File: src/rtl/apb_loader_if.sv
// APB signal bundle shared by the loader (master) and the addressed
// responder (slave).
//   paddr/pdata/psel/penable/pwrite/pstb : driven by the initiator
//   prdata/pready/perr                   : driven by the responder
interface apb_loader_if #(
    parameter int ADDR_WIDTH = 32,
    parameter int DATA_WIDTH = 32
);
    logic [ADDR_WIDTH-1:0] paddr;
    logic [DATA_WIDTH-1:0] pdata;
    logic [DATA_WIDTH-1:0] prdata;
    logic                  psel;
    logic                  penable;
    logic                  pwrite;
    logic [3:0]            pstb;
    logic                  pready;
    logic                  perr;

    modport master (
        output paddr, pdata, psel, penable, pwrite, pstb,
        input  prdata, pready, perr
    );

    modport slave (
        input  paddr, pdata, psel, penable, pwrite, pstb,
        output prdata, pready, perr
    );
endinterface

File: src/rtl/apb_loader.sv
// Byte-stream driven APB initiator. Framed host commands arriving on the rx
// byte channel become APB word writes/reads; results go back on tx.
//   clk, APB_PRESETn        : clock, async active-low reset
//   rx_valid/rx_data/rx_ready : host command bytes in
//   tx_valid/tx_data/tx_ready : response bytes out
//   APB                     : APB master side (apb_loader_if.master)
//   cpu_hold                : CPU stall request ('H' sets, 'G' clears)
//   err                     : sticky error (perr, timeout, bad command)
module apb_loader #(
    parameter int ADDR_WIDTH = 32,
    parameter int DATA_WIDTH = 32,
    parameter int TIMEOUT    = 1024
) (
    input  logic                clk,
    input  logic                APB_PRESETn,
    input  logic                rx_valid,
    input  logic [7:0]          rx_data,
    output logic                rx_ready,
    output logic                tx_valid,
    output logic [7:0]          tx_data,
    input  logic                tx_ready,
    apb_loader_if.master        APB,
    output logic                cpu_hold,
    output logic                err
);
    localparam int        WW  = $clog2(TIMEOUT + 1);
    localparam logic [7:0] ACK = 8'h06;
    localparam logic [7:0] NAK = 8'h15;

    typedef enum logic [2:0] {
        S_CMD, S_ADDR, S_DATA, S_SETUP, S_ACCESS, S_RESP
    } state_t;

    state_t                state_q, state_d;
    logic [1:0]            bcnt_q, bcnt_d;
    logic                  is_wr_q, is_wr_d;
    logic [WW-1:0]         wait_q, wait_d;
    logic [DATA_WIDTH-1:0] rbuf_q, rbuf_d;
    logic [2:0]            rcnt_q, rcnt_d;
    logic                  rx_ready_q, rx_ready_d;
    logic                  tx_valid_q, tx_valid_d;
    logic [7:0]            tx_data_q, tx_data_d;
    logic [ADDR_WIDTH-1:0] paddr_q, paddr_d;
    logic [DATA_WIDTH-1:0] pdata_q, pdata_d;
    logic                  psel_q, psel_d;
    logic                  penable_q, penable_d;
    logic                  pwrite_q, pwrite_d;
    logic [3:0]            pstb_q, pstb_d;
    logic                  hold_q, hold_d;
    logic                  err_q, err_d;

    logic rx_fire, tx_fire;
    assign rx_fire = rx_valid & rx_ready_q;
    assign tx_fire = tx_valid_q & tx_ready;

    always_comb begin
        state_d    = state_q;
        bcnt_d     = bcnt_q;
        is_wr_d    = is_wr_q;
        wait_d     = wait_q;
        rbuf_d     = rbuf_q;
        rcnt_d     = rcnt_q;
        tx_valid_d = tx_valid_q;
        tx_data_d  = tx_data_q;
        paddr_d    = paddr_q;
        pdata_d    = pdata_q;
        psel_d     = psel_q;
        penable_d  = penable_q;
        pwrite_d   = pwrite_q;
        pstb_d     = pstb_q;
        hold_d     = hold_q;
        err_d      = err_q;

        case (state_q)
            S_CMD: if (rx_fire) begin
                bcnt_d = 2'd0;
                rcnt_d = 3'd0;
                case (rx_data)
                    8'h57: begin is_wr_d = 1'b1; state_d = S_ADDR; end
                    8'h52: begin is_wr_d = 1'b0; state_d = S_ADDR; end
                    8'h48: begin
                        hold_d = 1'b1; tx_valid_d = 1'b1; tx_data_d = ACK; state_d = S_RESP;
                    end
                    8'h47: begin
                        hold_d = 1'b0; tx_valid_d = 1'b1; tx_data_d = ACK; state_d = S_RESP;
                    end
                    default: begin
                        err_d = 1'b1; tx_valid_d = 1'b1; tx_data_d = NAK; state_d = S_RESP;
                    end
                endcase
            end
            // Address and data shift in LSB first straight into the bus
            // registers; they are idle (psel=0) while the frame arrives.
            S_ADDR: if (rx_fire) begin
                paddr_d = {rx_data, paddr_q[ADDR_WIDTH-1:8]};
                bcnt_d  = bcnt_q + 2'd1;
                if (bcnt_q == 2'd3) begin
                    if (is_wr_q) begin
                        state_d = S_DATA;
                    end else begin
                        state_d = S_SETUP; psel_d = 1'b1; pwrite_d = 1'b0; pstb_d = 4'h0;
                    end
                end
            end
            S_DATA: if (rx_fire) begin
                pdata_d = {rx_data, pdata_q[DATA_WIDTH-1:8]};
                bcnt_d  = bcnt_q + 2'd1;
                if (bcnt_q == 2'd3) begin
                    state_d = S_SETUP; psel_d = 1'b1; pwrite_d = 1'b1; pstb_d = 4'hF;
                end
            end
            S_SETUP: begin
                penable_d = 1'b1;
                wait_d    = '0;
                state_d   = S_ACCESS;
            end
            S_ACCESS: begin
                wait_d = wait_q + 1'b1;
                if (APB.pready || wait_q == WW'(TIMEOUT - 1)) begin
                    psel_d     = 1'b0;
                    penable_d  = 1'b0;
                    pwrite_d   = 1'b0;
                    pstb_d     = 4'h0;
                    tx_valid_d = 1'b1;
                    state_d    = S_RESP;
                    if (!APB.pready || APB.perr) begin
                        err_d = 1'b1; tx_data_d = NAK;
                    end else if (is_wr_q) begin
                        tx_data_d = ACK;
                    end else begin
                        // First read byte goes out now; the rest plus the ACK wait in rbuf.
                        tx_data_d = APB.prdata[7:0];
                        rbuf_d    = {ACK, APB.prdata[DATA_WIDTH-1:8]};
                        rcnt_d    = 3'd4;
                    end
                end
            end
            S_RESP: if (tx_fire) begin
                if (rcnt_q == 3'd0) begin
                    tx_valid_d = 1'b0;
                    state_d    = S_CMD;
                end else begin
                    tx_data_d = rbuf_q[7:0];
                    rbuf_d    = rbuf_q >> 8;
                    rcnt_d    = rcnt_q - 3'd1;
                end
            end
            default: state_d = S_CMD;
        endcase

        rx_ready_d = (state_d == S_CMD) || (state_d == S_ADDR) || (state_d == S_DATA);
    end

    always_ff @(posedge clk or negedge APB_PRESETn) begin
        if (!APB_PRESETn) begin
            state_q    <= S_CMD;
            bcnt_q     <= '0;
            is_wr_q    <= 1'b0;
            wait_q     <= '0;
            rbuf_q     <= '0;
            rcnt_q     <= '0;
            rx_ready_q <= 1'b0;
            tx_valid_q <= 1'b0;
            tx_data_q  <= '0;
            paddr_q    <= '0;
            pdata_q    <= '0;
            psel_q     <= 1'b0;
            penable_q  <= 1'b0;
            pwrite_q   <= 1'b0;
            pstb_q     <= '0;
            hold_q     <= 1'b0;
            err_q      <= 1'b0;
        end else begin
            state_q    <= state_d;
            bcnt_q     <= bcnt_d;
            is_wr_q    <= is_wr_d;
            wait_q     <= wait_d;
            rbuf_q     <= rbuf_d;
            rcnt_q     <= rcnt_d;
            rx_ready_q <= rx_ready_d;
            tx_valid_q <= tx_valid_d;
            tx_data_q  <= tx_data_d;
            paddr_q    <= paddr_d;
            pdata_q    <= pdata_d;
            psel_q     <= psel_d;
            penable_q  <= penable_d;
            pwrite_q   <= pwrite_d;
            pstb_q     <= pstb_d;
            hold_q     <= hold_d;
            err_q      <= err_d;
        end
    end

    assign rx_ready    = rx_ready_q;
    assign tx_valid    = tx_valid_q;
    assign tx_data     = tx_data_q;
    assign APB.paddr   = paddr_q;
    assign APB.pdata   = pdata_q;
    assign APB.psel    = psel_q;
    assign APB.penable = penable_q;
    assign APB.pwrite  = pwrite_q;
    assign APB.pstb    = pstb_q;
    assign cpu_hold    = hold_q;
    assign err         = err_q;
endmodule
File: src/flat_wrapper.sv
// flat-port wrapper written by rule: the top's interface ports become plain ports
module apb_loader_flat 
#(
    parameter int ADDR_WIDTH = 32,
    parameter int DATA_WIDTH = 32,
    parameter int TIMEOUT    = 1024
)
  (clk, APB_PRESETn, rx_valid, rx_data, rx_ready, tx_valid, tx_data, tx_ready, cpu_hold, err, APB_paddr, APB_pdata, APB_psel, APB_penable, APB_pwrite, APB_pstb, APB_prdata, APB_pready, APB_perr);
  apb_loader_if #(.ADDR_WIDTH(ADDR_WIDTH), .DATA_WIDTH(DATA_WIDTH)) APB_i ();
  input  logic clk;
  input  logic APB_PRESETn;
  input  logic rx_valid;
  input  logic [7:0] rx_data;
  output logic rx_ready;
  output logic tx_valid;
  output logic [7:0] tx_data;
  input  logic tx_ready;
  output logic cpu_hold;
  output logic err;
  output wire logic [$bits(APB_i.paddr)-1:0] APB_paddr;
  output wire logic [$bits(APB_i.pdata)-1:0] APB_pdata;
  output wire logic [$bits(APB_i.psel)-1:0] APB_psel;
  output wire logic [$bits(APB_i.penable)-1:0] APB_penable;
  output wire logic [$bits(APB_i.pwrite)-1:0] APB_pwrite;
  output wire logic [$bits(APB_i.pstb)-1:0] APB_pstb;
  input wire logic [$bits(APB_i.prdata)-1:0] APB_prdata;
  input wire logic [$bits(APB_i.pready)-1:0] APB_pready;
  input wire logic [$bits(APB_i.perr)-1:0] APB_perr;
  assign APB_paddr = APB_i.paddr;
  assign APB_pdata = APB_i.pdata;
  assign APB_psel = APB_i.psel;
  assign APB_penable = APB_i.penable;
  assign APB_pwrite = APB_i.pwrite;
  assign APB_pstb = APB_i.pstb;
  assign APB_i.prdata = APB_prdata;
  assign APB_i.pready = APB_pready;
  assign APB_i.perr = APB_perr;
  apb_loader #(.ADDR_WIDTH(ADDR_WIDTH), .DATA_WIDTH(DATA_WIDTH), .TIMEOUT(TIMEOUT)) u_core (.clk(clk), .APB_PRESETn(APB_PRESETn), .rx_valid(rx_valid), .rx_data(rx_data), .rx_ready(rx_ready), .tx_valid(tx_valid), .tx_data(tx_data), .tx_ready(tx_ready), .APB(APB_i), .cpu_hold(cpu_hold), .err(err));
endmodule
File: config.mk
export PLATFORM = sky130hd
export DESIGN_NAME = apb_loader_flat
export DESIGN_NICKNAME = d
export VERILOG_FILES = /design/src/rtl/apb_loader_if.sv /design/src/rtl/apb_loader.sv /design/src/flat_wrapper.sv
export SDC_FILE = /design/constraint.sdc
export NUM_CORES = 1
export LEC_CHECK = 0
export ABC_AREA = 0
export CAP_MARGIN = 0
export CORE_UTILIZATION = 54
export CTS_CLUSTER_DIAMETER = 100
export DETAILED_ROUTE_END_ITERATION = 12
export PLACE_DENSITY = 0.95
export SYNTH_ARGS = -nofsm -noshare
export SYNTH_HDL_FRONTEND = slang
export SYNTH_SLANG_ARGS = --single-unit
File: constraint.sdc
create_clock -name clk -period 3.3 [get_ports clk]
set_clock_uncertainty 0.15 [all_clocks]
set_input_delay 0.66 -clock clk [delete_from_list [all_inputs] [get_ports clk]]
set_output_delay 0.66 -clock clk [all_outputs]
set_load 0.01 [all_outputs]
* Word level (Yosys, flattened, before mapping)
Index checks and enable logic that the tools add are counted.
** Operators by class
- Bitwise logic cells :: 2
- Reductions and logical operators :: 32
- Equal/unequal tests :: 29
- Mux-type cells :: 68
- $add $sub $neg :: 3
** Operators by type and width (number)
- 32-bit 2-to-1 mux :: 5
- 32-bit case mux with 2 select lines :: 1
- 8-bit 2-to-1 mux :: 6
- 3-bit 2-to-1 mux :: 15
- 8-bit by 7-bit == test with 1-bit output (second input constant) :: 4
- 4-bit 2-to-1 mux :: 6
- 8-bit case mux with 3 select lines :: 1
- 11-bit case mux with 2 select lines :: 1
- 2-bit by 1-bit inequality test with 1-bit output (second input constant) :: 10
- 1-bit 2-to-1 mux :: 19
- 3-bit case mux with 6 select lines :: 1
- 6-bit AND reduction :: 3
- 8-bit case mux with 2 select lines :: 1
- 7-bit AND reduction :: 2
- 2-bit inequality test (second input constant) :: 6
- 4-bit case mux with 3 select lines :: 1
- 2-bit nonzero test :: 6
- 11-bit by 1-bit adder with 11-bit output (second input constant) :: 1
- 11-bit by 10-bit == test with 1-bit output (second input constant) :: 1
- 3-bit by 2-bit == test with 1-bit output (second input constant) :: 3
- 3-bit zero test :: 3
- 1-bit case mux with 3 select lines :: 3
- 3-bit case mux with 3 select lines :: 1
- 3-bit AND reduction :: 3
- other kinds (16) :: 31
** Storage, ports and cells
- Output and inout port bits :: 83
- Word-level logic and storage cells :: 151
- Register bits after elaboration :: 135

* Logic depth before layout (Yosys ltp)
Gate-level depths: netlist of the first run.
- Depth in word-level cells :: 8
- Depth in mapped cells :: 9
- Mapped depth without buffers :: 8

* Worst setup path before layout of the first run
No wires, ideal clock.
- Kind :: in2reg
- From :: input port rx_valid
- To :: register u_core.paddr_q[25], in the netlist u_core.APB.paddr[25]
- Cell stages on the path :: 5
- Arrival time :: 1.990 ns
- Path buffers :: 1
- Path slack :: 1.035 ns
- Cells stage by stage :: nand2_1 or2_2 nor3_1 buf_2 mux2_2
** Between the ends
- Longest elaborated chain between the ends :: 2
** Ends and longest elaborated chain
- start: declaration :: line flat_wrapper.sv:12 : input logic rx_valid;
- 1-bit bitwise AND :: line apb_loader.sv:53 : assign rx_fire = rx_valid & rx_ready_q;
- 2-bit AND reduction (no source line)
- end signal: assignment :: line apb_loader.sv:183 : paddr_q <= paddr_d;
- end: declaration :: line apb_loader.sv:43 : logic [ADDR_WIDTH-1:0] paddr_q, paddr_d;
Every way passes these cells.
A chain may end at the register's enable or synchronous reset.

* Worst setup path after layout of the first run
- From :: register u_core.state_q[1]
- To :: register u_core.rbuf_q[4]
** Between the ends
- Longest elaborated chain between the ends :: 3
- Elaborated cells on any way between the ends :: 10
- Classes of those cells :: eq/ne: 7; mux: 1; reduce/logical: 2
** Ends and longest elaborated chain
- start: declaration :: line apb_loader.sv:34 : state_t state_q, state_d;
- start signal: assignment :: line apb_loader.sv:174 : state_q <= state_d;
- 3-bit == test :: line apb_loader.sv:74 : case (state_q)
- 2-bit by 1-bit inequality test with 1-bit output (no source line), or another cell as far along
- 6-bit AND reduction (no source line)
- end signal: assignment :: line apb_loader.sv:178 : rbuf_q <= rbuf_d;
- end: declaration :: line apb_loader.sv:38 : logic [DATA_WIDTH-1:0] rbuf_q, rbuf_d;
Several ways; a longest one is shown, not always the timed one.

==> results.py, run 1 <==
metrics = {
    "route": {
        "dr_total_vias": 4181,
        "remaining_drc_errors": 0,
        "drt-wirelength-per-cell_um": 18.3,
        "viasPerCell": 5.78,
        "detail-route-antenna-nets": 0,
        "routed_wirelength_mm": 13.2,
        "dr.pass1.iters": 5,
        "violation_count_after_the_first_detailed_route_iteration": 259,
    },
    "synth": {
        "synth_seq_area_share_pct": 57.7,
        "synthesized_area_fraction_occupied_by_ao_oa_aoi_and_oai_cells_pct": 11.0,
        "synth_xor_area_share_pct": 0.326,
        "adder_cell_area_share_of_the_yosys_netlist_pct": 0.931,
        "most_frequent_cells_after_synthesis": "sky130_fd_sc_hd__dfrtp_1 (124), sky130_fd_sc_hd__mux2_2 (74), sky130_fd_sc_hd__nand2_1 (30), sky130_fd_sc_hd__a21oi_1 (23), sky130_fd_sc_hd__nor2_1 (22)",
        "synth-edff-count": 0,
        "synth_ff_type": "sky130_fd_sc_hd__dfrtp_1",
        "synthCells": 448,
        "synth.top_cell.area_share_pct": 57.7,
        "number_of_warnings_printed_during_yosys_synthesis": 0,
        "mappedNetlistArea_um2": 5370,
        "ys_seq_elements": 124,
        "ys_types": 49,
        "dominant_combinational_cell_family_by_area_after_synthesis": "multiplexers",
        "synth.area.mux_share_pct": 16.1,
        "async_reset_ff_share_pct": 100,
        "syn-mean-instance-area_um2": 12.0,
        "synth-simple-area-share_pct": 10.3,
        "mappedNetlistNets": 498,
        "synth_most_common_cell": "sky130_fd_sc_hd__dfrtp_1",
        "synth_top_cell_by_area": "sky130_fd_sc_hd__dfrtp_1",
        "synthTopCellsByArea": "sky130_fd_sc_hd__dfrtp_1 (58%), sky130_fd_sc_hd__mux2_2 (16%), sky130_fd_sc_hd__a21oi_1 (2.1%), sky130_fd_sc_hd__nand2_1 (2.1%), sky130_fd_sc_hd__o21ai_0 (1.9%)",
    },
    "floorplanning": {
        "start_util_pct": 55.2,
        "floorplan.die_area_um2": 10400,
        "die-height_um": 102,
        "row_count": 36,
        "io_pins": 129,
        "fp.dieW_um": 102,
        "total_core_area_um2": 9730,
    },
    "worst_setup_path": {
        "highest_cell_delay_on_the_worst_timing_path_ns": 0.53,
        "timing.critical_path.slowest_stage_cell": "sky130_fd_sc_hd__dfrtp_1",
        "critical_path_class": "reg2reg",
        "timing.critical_path.cells": "nand2b_1, nor2_1, nand2_1, o22ai_1, a21oi_1",
        "rr_endpoint": "u_core.rbuf_q[4]$_DFFE_PN0P_",
        "crit_fanout": 18,
        "rr_worst_depth": 5,
        "setup.worst_path.start_class": "flip-flop",
        "worst_reg_to_reg_setup_slack_ns": 0.54,
        "reg2reg_from": "u_core.state_q[1]$_DFF_PN0_",
        "nature_of_the_critical_path_endpoint": "flip-flop",
        "cp_top_family": "simple AND/OR/NAND/NOR gates",
        "worst_ep_required_time_ns": 3.52,
        "cp.arrival_ns": 2.99,
        "critical_path_buf_inv_count": 0,
    },
    "global_routing": {
        "grt_pass1_wl_mm": 20.8,
        "grt_overflow_total": 0,
        "pin_count_of_the_biggest_net_entering_global_routing": 125,
        "antenna_found_initial": 0,
        "grt_pass1_vias": 4133,
        "track_usage_pct": 27.0,
    },
    "clock_network": {
        "cts.root.buffer_cell": "sky130_fd_sc_hd__clkbuf_8",
        "post_cts_resized": 0,
        "worst_skew_pair.late_latency_ns": 0.52,
        "cts-buffers-inserted": 17,
        "cts.sinks": 124,
        "setup_bufs_post_cts": 0,
        "cts_max_level": 4,
        "tritoncts": "done",
        "clk_transition_reported_paths_ns": 0.07,
        "cts-hold-fix-buffers": 0,
        "number_of_buffers_on_the_longest_clock_path": 2,
    },
    "power": {
        "power.combinational.fraction_pct": 32.6,
        "intPower_uw": 4200,
        "power_per_cell_area_nw_per_um2": 850,
        "vdd_ir_drop_max_uv": 599,
        "leakagePower_uw": 0.00322,
        "net-switching-power_uw": 2050,
        "clkPwrFrac_pct": 30.2,
        "seq_power_share_pct": 37.2,
        "power.share.switching_pct": 32.8,
    },
    "placement": {
        "portBuffers": 128,
        "finalWeightedCongestion": 0.851,
        "dpl-instance-area_um2": 6760,
        "place.detailed.hpwl_mm": 8.63,
        "placedCellCount": 691,
    },
    "timing": {
        "final-hold-violation-count": 0,
        "final_sum_of_negative_setup_slack_ns": 0,
        "timing.final.max_slew_violations": 0,
        "holdWs_ns": 0.0284,
        "achievable-frequency_ghz": 0.362,
        "post_route_clock_period_utilization_pct": 83.7,
        "setup_repair_after_global_routing_missed_its_margin": "no",
        "timing.final.setup_violations": 0,
        "max-slew-margin-rel_pct": 48.1,
        "layout_min_cycle_time_ns": 2.76,
        "max_slew.worst_pin.slew_ns": 0.778,
    },
    "job": {
        "drv_cap": 0,
    },
    "cells_and_area": {
        "areaGrowthSynthToFinish_pct": 36.9,
        "fill_cells": 586,
        "final-instance-count-excl-fill": 723,
        "fin_nets": 627,
        "final_layout_size_suffix_gt1_share_pct": 21.0,
        "layout.core_utilization_pct": 75.6,
        "design_area_um2": 7360,
        "diodes": 0,
    },
    "run_status": {
        "outcome": "finished clean",
    },
    "min_path": {
        "timing.hold.worst.class": "in2async",
    },
}
## cell type report
type | count | area [µm²] | share of cell area (%)
Multi-Input combinational cell | 279 | 2080 | 28.3
Inverter | 22 | 82.6 | 1.12
Timing Repair Buffer | 133 | 1330 | 18.1
Tap cell | 133 | 166 | 2.26
Clock inverter | 15 | 178 | 2.42
Clock buffer | 17 | 414 | 5.63
Sequential cell | 124 | 3100 | 42.2
## metal layers
layer	global-route usage, %	wire length (µm)	vias to the layer above	share of wire, %
met4	14.0	444	0	3.4
li1	-	-	1875	-
met3	6.76	780	50	5.9
met1	33.3	5290	2054	40
met5	0	0	-	0
met2	44.2	6710	202	51
## worst reg2reg max path, cell delays in order (launching register included)
cell and delay (ns):
sky130_fd_sc_hd__dfrtp_1 0.53, sky130_fd_sc_hd__nand2b_1 0.50, sky130_fd_sc_hd__nor2_1 0.51, sky130_fd_sc_hd__nand2_1 0.51
sky130_fd_sc_hd__o22ai_1 0.33, sky130_fd_sc_hd__a21oi_1 0.08
## how the worst max path moves through the flow
stage,to,from,slack (ns),depth (start not counted)
2_1_floorplan,u_core.APB.paddr[25]$_DFFE_PN0P_,rx_valid,1.04,5
3_3_place_gp,u_core.rbuf_q[21]$_DFFE_PN0P_,APB_pready,0.47,6
3_5_place_dp,u_core.rbuf_q[16]$_DFFE_PN0P_,APB_pready,0.36,6
4_1_cts,u_core.rbuf_q[4]$_DFFE_PN0P_,u_core.state_q[1]$_DFF_PN0_,0.61,5
5_1_grt,u_core.rbuf_q[12]$_DFFE_PN0P_,u_core.state_q[1]$_DFF_PN0_,0.38,5
6_report,u_core.rbuf_q[4]$_DFFE_PN0P_,u_core.state_q[1]$_DFF_PN0_,0.54,5
## registers in the layout, indices dropped and copies added, names as in the netlist
| signal | count |
|---|---|
| u_core.APB.paddr | 32 |
| u_core.APB.pdata | 32 |
| u_core.APB.penable | 1 |
| u_core.APB.psel | 1 |
| u_core.APB.pstb | 1 |
| u_core.bcnt_q | 2 |
| u_core.cpu_hold | 1 |
| u_core.err | 1 |
| u_core.is_wr_q | 1 |
| u_core.rbuf_q | 25 |
| u_core.rcnt_q | 3 |
| u_core.rx_ready | 1 |
| u_core.state_q | 3 |
| u_core.tx_data | 8 |
| u_core.tx_valid | 1 |
| u_core.wait_q | 11 |
## cells in the final DEF (no fill, tap or decap), types with 5 or more instances in the layout
master	Yosys	final
sky130_fd_sc_hd__nand4_1	5	5
sky130_fd_sc_hd__nand2_1	30	30
sky130_fd_sc_hd__dfrtp_1	124	124
sky130_fd_sc_hd__nor3_1	13	12
sky130_fd_sc_hd__buf_4	4	5
sky130_fd_sc_hd__nand3_1	7	7
sky130_fd_sc_hd__a21oi_1	23	23
sky130_fd_sc_hd__inv_1	21	21
sky130_fd_sc_hd__inv_6	0	5
sky130_fd_sc_hd__o211ai_1	5	5
sky130_fd_sc_hd__a22o_1	8	8
sky130_fd_sc_hd__mux2_2	74	74
sky130_fd_sc_hd__clkdlybuf4s50_1	0	127
sky130_fd_sc_hd__o22ai_1	16	16
sky130_fd_sc_hd__clkbuf_16	0	16
sky130_fd_sc_hd__nor2_1	22	21
sky130_fd_sc_hd__o21ai_0	20	20
## power by group through the flow
stage | Clock (µW) | Combinational (µW) | Sequential, µW
3_5_place_dp | 0 | 2010 | 2330
3_3_place_gp | 0 | 1910 | 2290
6_report | 1880 | 2040 | 2330
5_1_grt | 1970 | 2190 | 2380
2_1_floorplan | 0 | 991 | 2380
4_1_cts | 1910 | 2040 | 2320
## kinds of logic (layout without fill, tap and decap cells)
group | after synthesis | after routing
adder cells (fa/ha/maj) | 4 | 4
AND/OR/NAND/NOR | 104 | 104
AO/OA/AOI/OAI | 92 | 92
buffers and inverters | 45 | 187
XOR/XNOR | 2 | 2
multiplexers | 77 | 77
flip-flops | 124 | 124
## stage by stage
stage          power (µW)  worst slack (ns)
6_report             6250             0.537
3_3_place_gp         4200             0.467
5_1_grt              6540             0.381
2_1_floorplan        3370              1.04
4_1_cts              6270             0.605
3_5_place_dp         4340             0.363
(Power assumes the default switching activity.)
==> run 2: changes to the inputs <==
CORE_UTILIZATION = 45   (was 54)
PLACE_DENSITY = 0.86   (was 0.95)
clock period = 2.3 ns   (was 3.3 ns; I/O delays follow)
==> results.py, run 2 (synthesized netlist as in run 1, its figures left out) <==
metrics = {
    "clock_network": {
        "cts-buffers-inserted": 17,
        "cts_max_level": 4,
        "clk_transition_reported_paths_ns": 0.06,
        "worst_skew_pair.late_latency_ns": 0.41,
        "setup_bufs_post_cts": 0,
        "number_of_buffers_on_the_longest_clock_path": 2,
        "cts.sinks": 124,
        "cts.root.buffer_cell": "sky130_fd_sc_hd__clkbuf_16",
        "tritoncts": "done",
    },
    "floorplanning": {
        "fp.dieW_um": 111,
        "floorplan.die_area_um2": 12400,
        "die-height_um": 111,
        "row_count": 39,
        "start_util_pct": 46.7,
        "total_core_area_um2": 11500,
        "io_pins": 129,
    },
    "placement": {
        "placedCellCount": 738,
        "portBuffers": 128,
        "place.detailed.hpwl_mm": 9.34,
        "finalWeightedCongestion": 0.848,
    },
    "worst_setup_path": {
        "timing.critical_path.slowest_stage_cell": "sky130_fd_sc_hd__or3_1",
        "cp_top_family": "simple AND/OR/NAND/NOR gates",
        "worst-path-stages": 8,
        "worst_ep_required_time_ns": 2.45,
        "reg2reg_from": "u_core.rcnt_q[0]$_DFFE_PN0P_",
        "setup.worst_path.start_class": "flip-flop",
        "critical_path_class": "reg2reg",
        "timing.critical_path.from": "u_core.rcnt_q[0]$_DFFE_PN0P_",
        "cp.arrival_ns": 2.36,
        "rr_worst_depth": 8,
        "highest_cell_delay_on_the_worst_timing_path_ns": 0.41,
        "critPathMostFrequentCell": "sky130_fd_sc_hd__ha_1",
        "timing.critical_path.cells": "inv_1, ha_1, ha_1, nor2_1, nor3_2, or3_1, buf_12, a22o_1",
        "critical_path_buf_inv_count": 2,
        "crit_fanout": 23,
        "nature_of_the_critical_path_endpoint": "flip-flop",
    },
    "route": {
        "detail-route-antenna-nets": 0,
        "dr_total_vias": 4237,
        "remaining_drc_errors": 10,
        "violation_count_after_the_first_detailed_route_iteration": 241,
        "dr.pass1.iters": 8,
        "viasPerCell": 5.50,
        "routed_wirelength_mm": 13.4,
        "drt-wirelength-per-cell_um": 17.3,
    },
    "cells_and_area": {
        "mostFrequentLayoutCell": "sky130_fd_sc_hd__clkdlybuf4s50_1",
        "final_layout_size_suffix_gt1_share_pct": 25.6,
        "fin_nets": 665,
        "diodes": 0,
        "fill_cells": 843,
        "most-common-layout-cells": "sky130_fd_sc_hd__clkdlybuf4s50_1 (127), sky130_fd_sc_hd__dfrtp_1 (124), sky130_fd_sc_hd__mux2_2 (74)",
        "areaGrowthSynthToFinish_pct": 44.6,
        "final-instance-count-excl-fill": 771,
    },
    "global_routing": {
        "track_usage_pct": 23.1,
        "pin_count_of_the_biggest_net_entering_global_routing": 40,
        "grt_pass1_wl_mm": 22.3,
        "grt_overflow_total": 0,
        "antenna_found_initial": 0,
        "grt_pass1_vias": 4458,
    },
    "timing": {
        "timing.final.setup_violations": 0,
        "setup_repair_after_global_routing_missed_its_margin": "no",
        "max-slew-margin-rel_pct": 63.6,
        "final-hold-violation-count": 0,
        "post_route_clock_period_utilization_pct": 96.1,
        "final_sum_of_negative_setup_slack_ns": 0,
        "layout_min_cycle_time_ns": 2.21,
        "achievable-frequency_ghz": 0.453,
        "max_slew.worst_pin.slew_ns": 0.542,
        "timing.final.max_slew_violations": 0,
        "holdWs_ns": 0.324,
    },
    "power": {
        "vdd_ir_drop_max_uv": 695,
        "report.power.total_uw": 9360,
        "power_per_cell_area_nw_per_um2": 1200,
        "leakagePower_uw": 0.00344,
    },
    "min_path": {
        "hold_depth": 1,
        "timing.hold.worst.class": "reg2reg",
        "min_from": "u_core.rbuf_q[25]$_DFFE_PN0P_",
    },
    "run_status": {
        "outcome": "finished with violations",
        "failed_checks": "design-rule violations",
    },
    "job": {
        "drv_cap": 0,
    },
}
==> run 2: cell types whose count changed in the layout (fill, tap and decap cells not counted) <==
cell,before,now
sky130_fd_sc_hd__inv_6,5,3
sky130_fd_sc_hd__buf_6,0,1
sky130_fd_sc_hd__buf_4,5,37
sky130_fd_sc_hd__clkbuf_16,16,17
sky130_fd_sc_hd__clkbuf_8,1,3
sky130_fd_sc_hd__bufinv_16,2,4
sky130_fd_sc_hd__buf_12,1,5
sky130_fd_sc_hd__inv_8,4,0
sky130_fd_sc_hd__dlygate4sd3_1,0,1
sky130_fd_sc_hd__clkinv_4,1,2
==> run 2: path summary, 6_finish.rpt <==
check | slack [ns] | end
setup / recovery | 0.09 | u_core.rbuf_q[23]$_DFFE_PN0P_
hold / removal | 0.32 | u_core.rbuf_q[25]$_DFFE_PN0P_
setup reg to reg | 0.09 | u_core.rbuf_q[23]$_DFFE_PN0P_
hold reg to reg | 0.32 | u_core.rbuf_q[25]$_DFFE_PN0P_
max in group asynchronous | 1.00 | u_core.APB.pdata[24]$_DFFE_PN0P_
min in group asynchronous | 0.41 | u_core.APB.paddr[3]$_DFFE_PN0P_
==> run 2: report_power, final <==
group	total [µW]	switching, µW	internal [µW]
registers	3330	487	2840
logic	3110	1340	1770
clock network	2920	1000	1910
==> run 2: per-stage QoR <==
step           utilization (%)  cell area (µm²)  worst slack [ns]
5_1_grt                   67.5             7770           0.00456
3_3_place_gp              61.7             7100            -0.344
4_1_cts                   67.4             7760            0.0652
6_report                  67.5             7770            0.0906
3_5_place_dp              61.7             7100            -0.371
2_1_floorplan                -             5370             0.188
==> run 2: layout make-up <==
type | instances | area (µm²) | share of cell area, %
clock inverters | 12 | 184 | 2.37
well taps | 143 | 179 | 2.30
repair buffers | 171 | 1670 | 21.5
multi-input cells | 279 | 2080 | 26.8
clock buffers | 20 | 467 | 6.01
inverters | 22 | 82.6 | 1.06
flip-flops and latches | 124 | 3100 | 39.9
==> run 2: routing by layer <==
layer  vias up  wire, µm  global-route usage [%]
met1      2106      5650                    28.3
li1       1949         -                       -
met4         0       266                    8.56
met3        22       715                    5.80
met5         -         0                       0
met2       160      6740                    39.3
==> run 2: timing repair <==
| item | 4_1_cts | 5_1_grt |
|---|---|---|
| endpoints found under the hold margin | 32 | 0 |
| gates resized for setup | 0 | 1 |
| hold buffers | 1 | 0 |
| setup endpoints to repair | 0 | 6 |
==> run 3: changes to the inputs <==
GPL_TIMING_DRIVEN = 0   (was unset)
==> results.py, run 3 (synthesized netlist as in run 1, its figures left out) <==
metrics = {
    "global_routing": {
        "grt_overflow_total": 0,
        "track_usage_pct": 23.0,
        "grt_pass1_vias": 4385,
        "grt_pass1_wl_mm": 22.2,
        "antenna_found_initial": 0,
        "pin_count_of_the_biggest_net_entering_global_routing": 86,
    },
    "worst_setup_path": {
        "cp.arrival_ns": 2.41,
        "highest_cell_delay_on_the_worst_timing_path_ns": 0.48,
        "worst_reg_to_reg_setup_slack_ns": 0.04,
        "timing.critical_path.cells": "inv_1, ha_1, ha_2, nor2_2, nor3_2, nor3_1, mux2_2",
        "timing.critical_path.slowest_stage_cell": "sky130_fd_sc_hd__nor3_1",
        "setup.worst_path.start_class": "flip-flop",
        "worst_ep_required_time_ns": 2.44,
        "critical_path_buf_inv_count": 1,
        "crit_fanout": 4,
        "cp_top_family": "simple AND/OR/NAND/NOR gates",
        "nature_of_the_critical_path_endpoint": "flip-flop",
        "critical_path_class": "reg2reg",
    },
    "timing": {
        "final-hold-violation-count": 0,
        "achievable-frequency_ghz": 0.442,
        "layout_min_cycle_time_ns": 2.26,
        "timing.final.max_slew_violations": 0,
        "timing.final.setup_violations": 0,
        "final_sum_of_negative_setup_slack_ns": 0,
        "max_slew.worst_pin.slew_ns": 0.569,
        "setup_repair_after_global_routing_missed_its_margin": "no",
        "max-slew-margin-rel_pct": 61.7,
        "post_route_clock_period_utilization_pct": 98.3,
        "setup_ws_ns": 0.0385,
    },
    "route": {
        "detail-route-antenna-nets": 0,
        "routed_wirelength_mm": 13.5,
        "dr_total_vias": 4250,
        "drt-wirelength-per-cell_um": 18.0,
        "dr.pass1.iters": 9,
        "remaining_drc_errors": 10,
        "viasPerCell": 5.67,
        "violation_count_after_the_first_detailed_route_iteration": 374,
    },
    "cells_and_area": {
        "fill_cells": 847,
        "design_area_um2": 7490,
        "areaGrowthSynthToFinish_pct": 39.4,
        "multiInputGateArea_um2": 2140,
        "most-common-layout-cells": "sky130_fd_sc_hd__clkdlybuf4s50_1 (125), sky130_fd_sc_hd__dfrtp_1 (124), sky130_fd_sc_hd__mux2_2 (74)",
        "diodes": 0,
        "final_layout_size_suffix_gt1_share_pct": 23.6,
        "fin_nets": 646,
        "register_area_um2": 3100,
        "mostFrequentLayoutCell": "sky130_fd_sc_hd__clkdlybuf4s50_1",
    },
    "job": {
        "drv_cap": 0,
    },
    "clock_network": {
        "cts_max_level": 4,
        "cts.root.buffer_cell": "sky130_fd_sc_hd__clkbuf_16",
        "cts-buffers-inserted": 17,
        "clk_transition_reported_paths_ns": 0.06,
        "worst_skew_pair.late_latency_ns": 0.41,
        "number_of_buffers_on_the_longest_clock_path": 2,
        "cts.sinks": 124,
        "tritoncts": "done",
    },
    "min_path": {
        "timing.hold.worst.class": "reg2reg",
    },
    "power": {
        "leakagePower_uw": 0.00327,
        "vdd_ir_drop_max_uv": 665,
        "power_per_cell_area_nw_per_um2": 1170,
    },
    "floorplanning": {
        "io_pins": 129,
        "total_core_area_um2": 11500,
        "row_count": 39,
        "die-height_um": 111,
        "floorplan.die_area_um2": 12400,
        "fp.dieW_um": 111,
        "start_util_pct": 46.7,
    },
    "placement": {
        "place_worst_setup_slack_ns": -0.688,
        "portBuffers": 126,
        "place.detailed.hpwl_mm": 9.59,
        "dpl-instance-area_um2": 6840,
        "finalWeightedCongestion": 0.857,
    },
    "run_status": {
        "failed_checks": "design-rule violations",
        "outcome": "finished with violations",
    },
}
run 3: changes by cell type in the layout (fill, tap and decap cells not counted), sizes merged:
cell and delta:
buf -30, bufinv -3, clkbuf +15, clkdlybuf4s50 -2, clkinv +1, inv -3
run 3: layout make-up:
| class | count | area share (%) |
|---|---|---|
| multi-input cells | 279 | 28.6 |
| well taps | 143 | 2.39 |
| clock buffers | 22 | 6.20 |
| repair buffers | 130 | 17.6 |
| flip-flops and latches | 124 | 41.4 |
| clock inverters | 7 | 0.919 |
| inverters | 22 | 1.10 |
| plain buffers | 22 | 1.77 |
run 3: final timing paths:
kind | depth (start not counted) | start | end
min in group asynchronous | 2 | APB_PRESETn | u_core.APB.paddr[4]$_DFFE_PN0P_
max | 7 | u_core.rcnt_q[1]$_DFFE_PN0P_ | u_core.rcnt_q[1]$_DFFE_PN0P_
max reg2reg | 7 | u_core.rcnt_q[1]$_DFFE_PN0P_ | u_core.rcnt_q[1]$_DFFE_PN0P_
min | 2 | u_core.APB.penable$_DFFE_PN0P_ | u_core.APB.penable$_DFFE_PN0P_
max in group asynchronous | 3 | APB_PRESETn | u_core.state_q[2]$_DFF_PN0_
min reg2reg | 2 | u_core.APB.penable$_DFFE_PN0P_ | u_core.APB.penable$_DFFE_PN0P_
run 3: report_power, final:
part           internal (µW)  switching (µW)
Combinational           1690            1380
Clock                   1520             887
Sequential              2840             473
Total                   6050            2740
run 3: layer usage:
layer,GRT usage (%),wire length [µm],share of wire [%]
met4,11.4,327,2.4
met5,0,0,0
met3,4.92,673,5.0
met1,29.1,5750,43
met2,37.5,6740,50
run 3: what timing repair did:
| item | 4_1_cts | 5_1_grt |
|---|---|---|
| endpoints found under the hold margin | 39 | 0 |
| pin swaps | 1 | 1 |
| resized for setup | 10 | 20 |
| hold buffers | 1 | 0 |
| buffers inserted | 1 | 1 |
| gates cloned | 0 | 0 |
| setup endpoints to repair | 84 | 82 |
run 3: stage by stage:
step | power [µW] | util, % | instances | hold slack (ns)
5_1_grt | 9230 | 65.0 | 749 | 0.357
3_5_place_dp | 6280 | 59.4 | 718 | 0.240
3_3_place_gp | 6100 | 59.2 | 717 | 0.301
2_1_floorplan | 4840 | - | 448 | 0.0144
4_1_cts | 8780 | 64.5 | 748 | 0.338
6_report | 8790 | 65.0 | 749 | 0.334
run 3: tightest hold or removal path, cell delays in order, from the launching register on:
cell	delay [ns]
sky130_fd_sc_hd__dfrtp_1	0.35
sky130_fd_sc_hd__nand2_1	0.05
sky130_fd_sc_hd__nand2_1	0.05
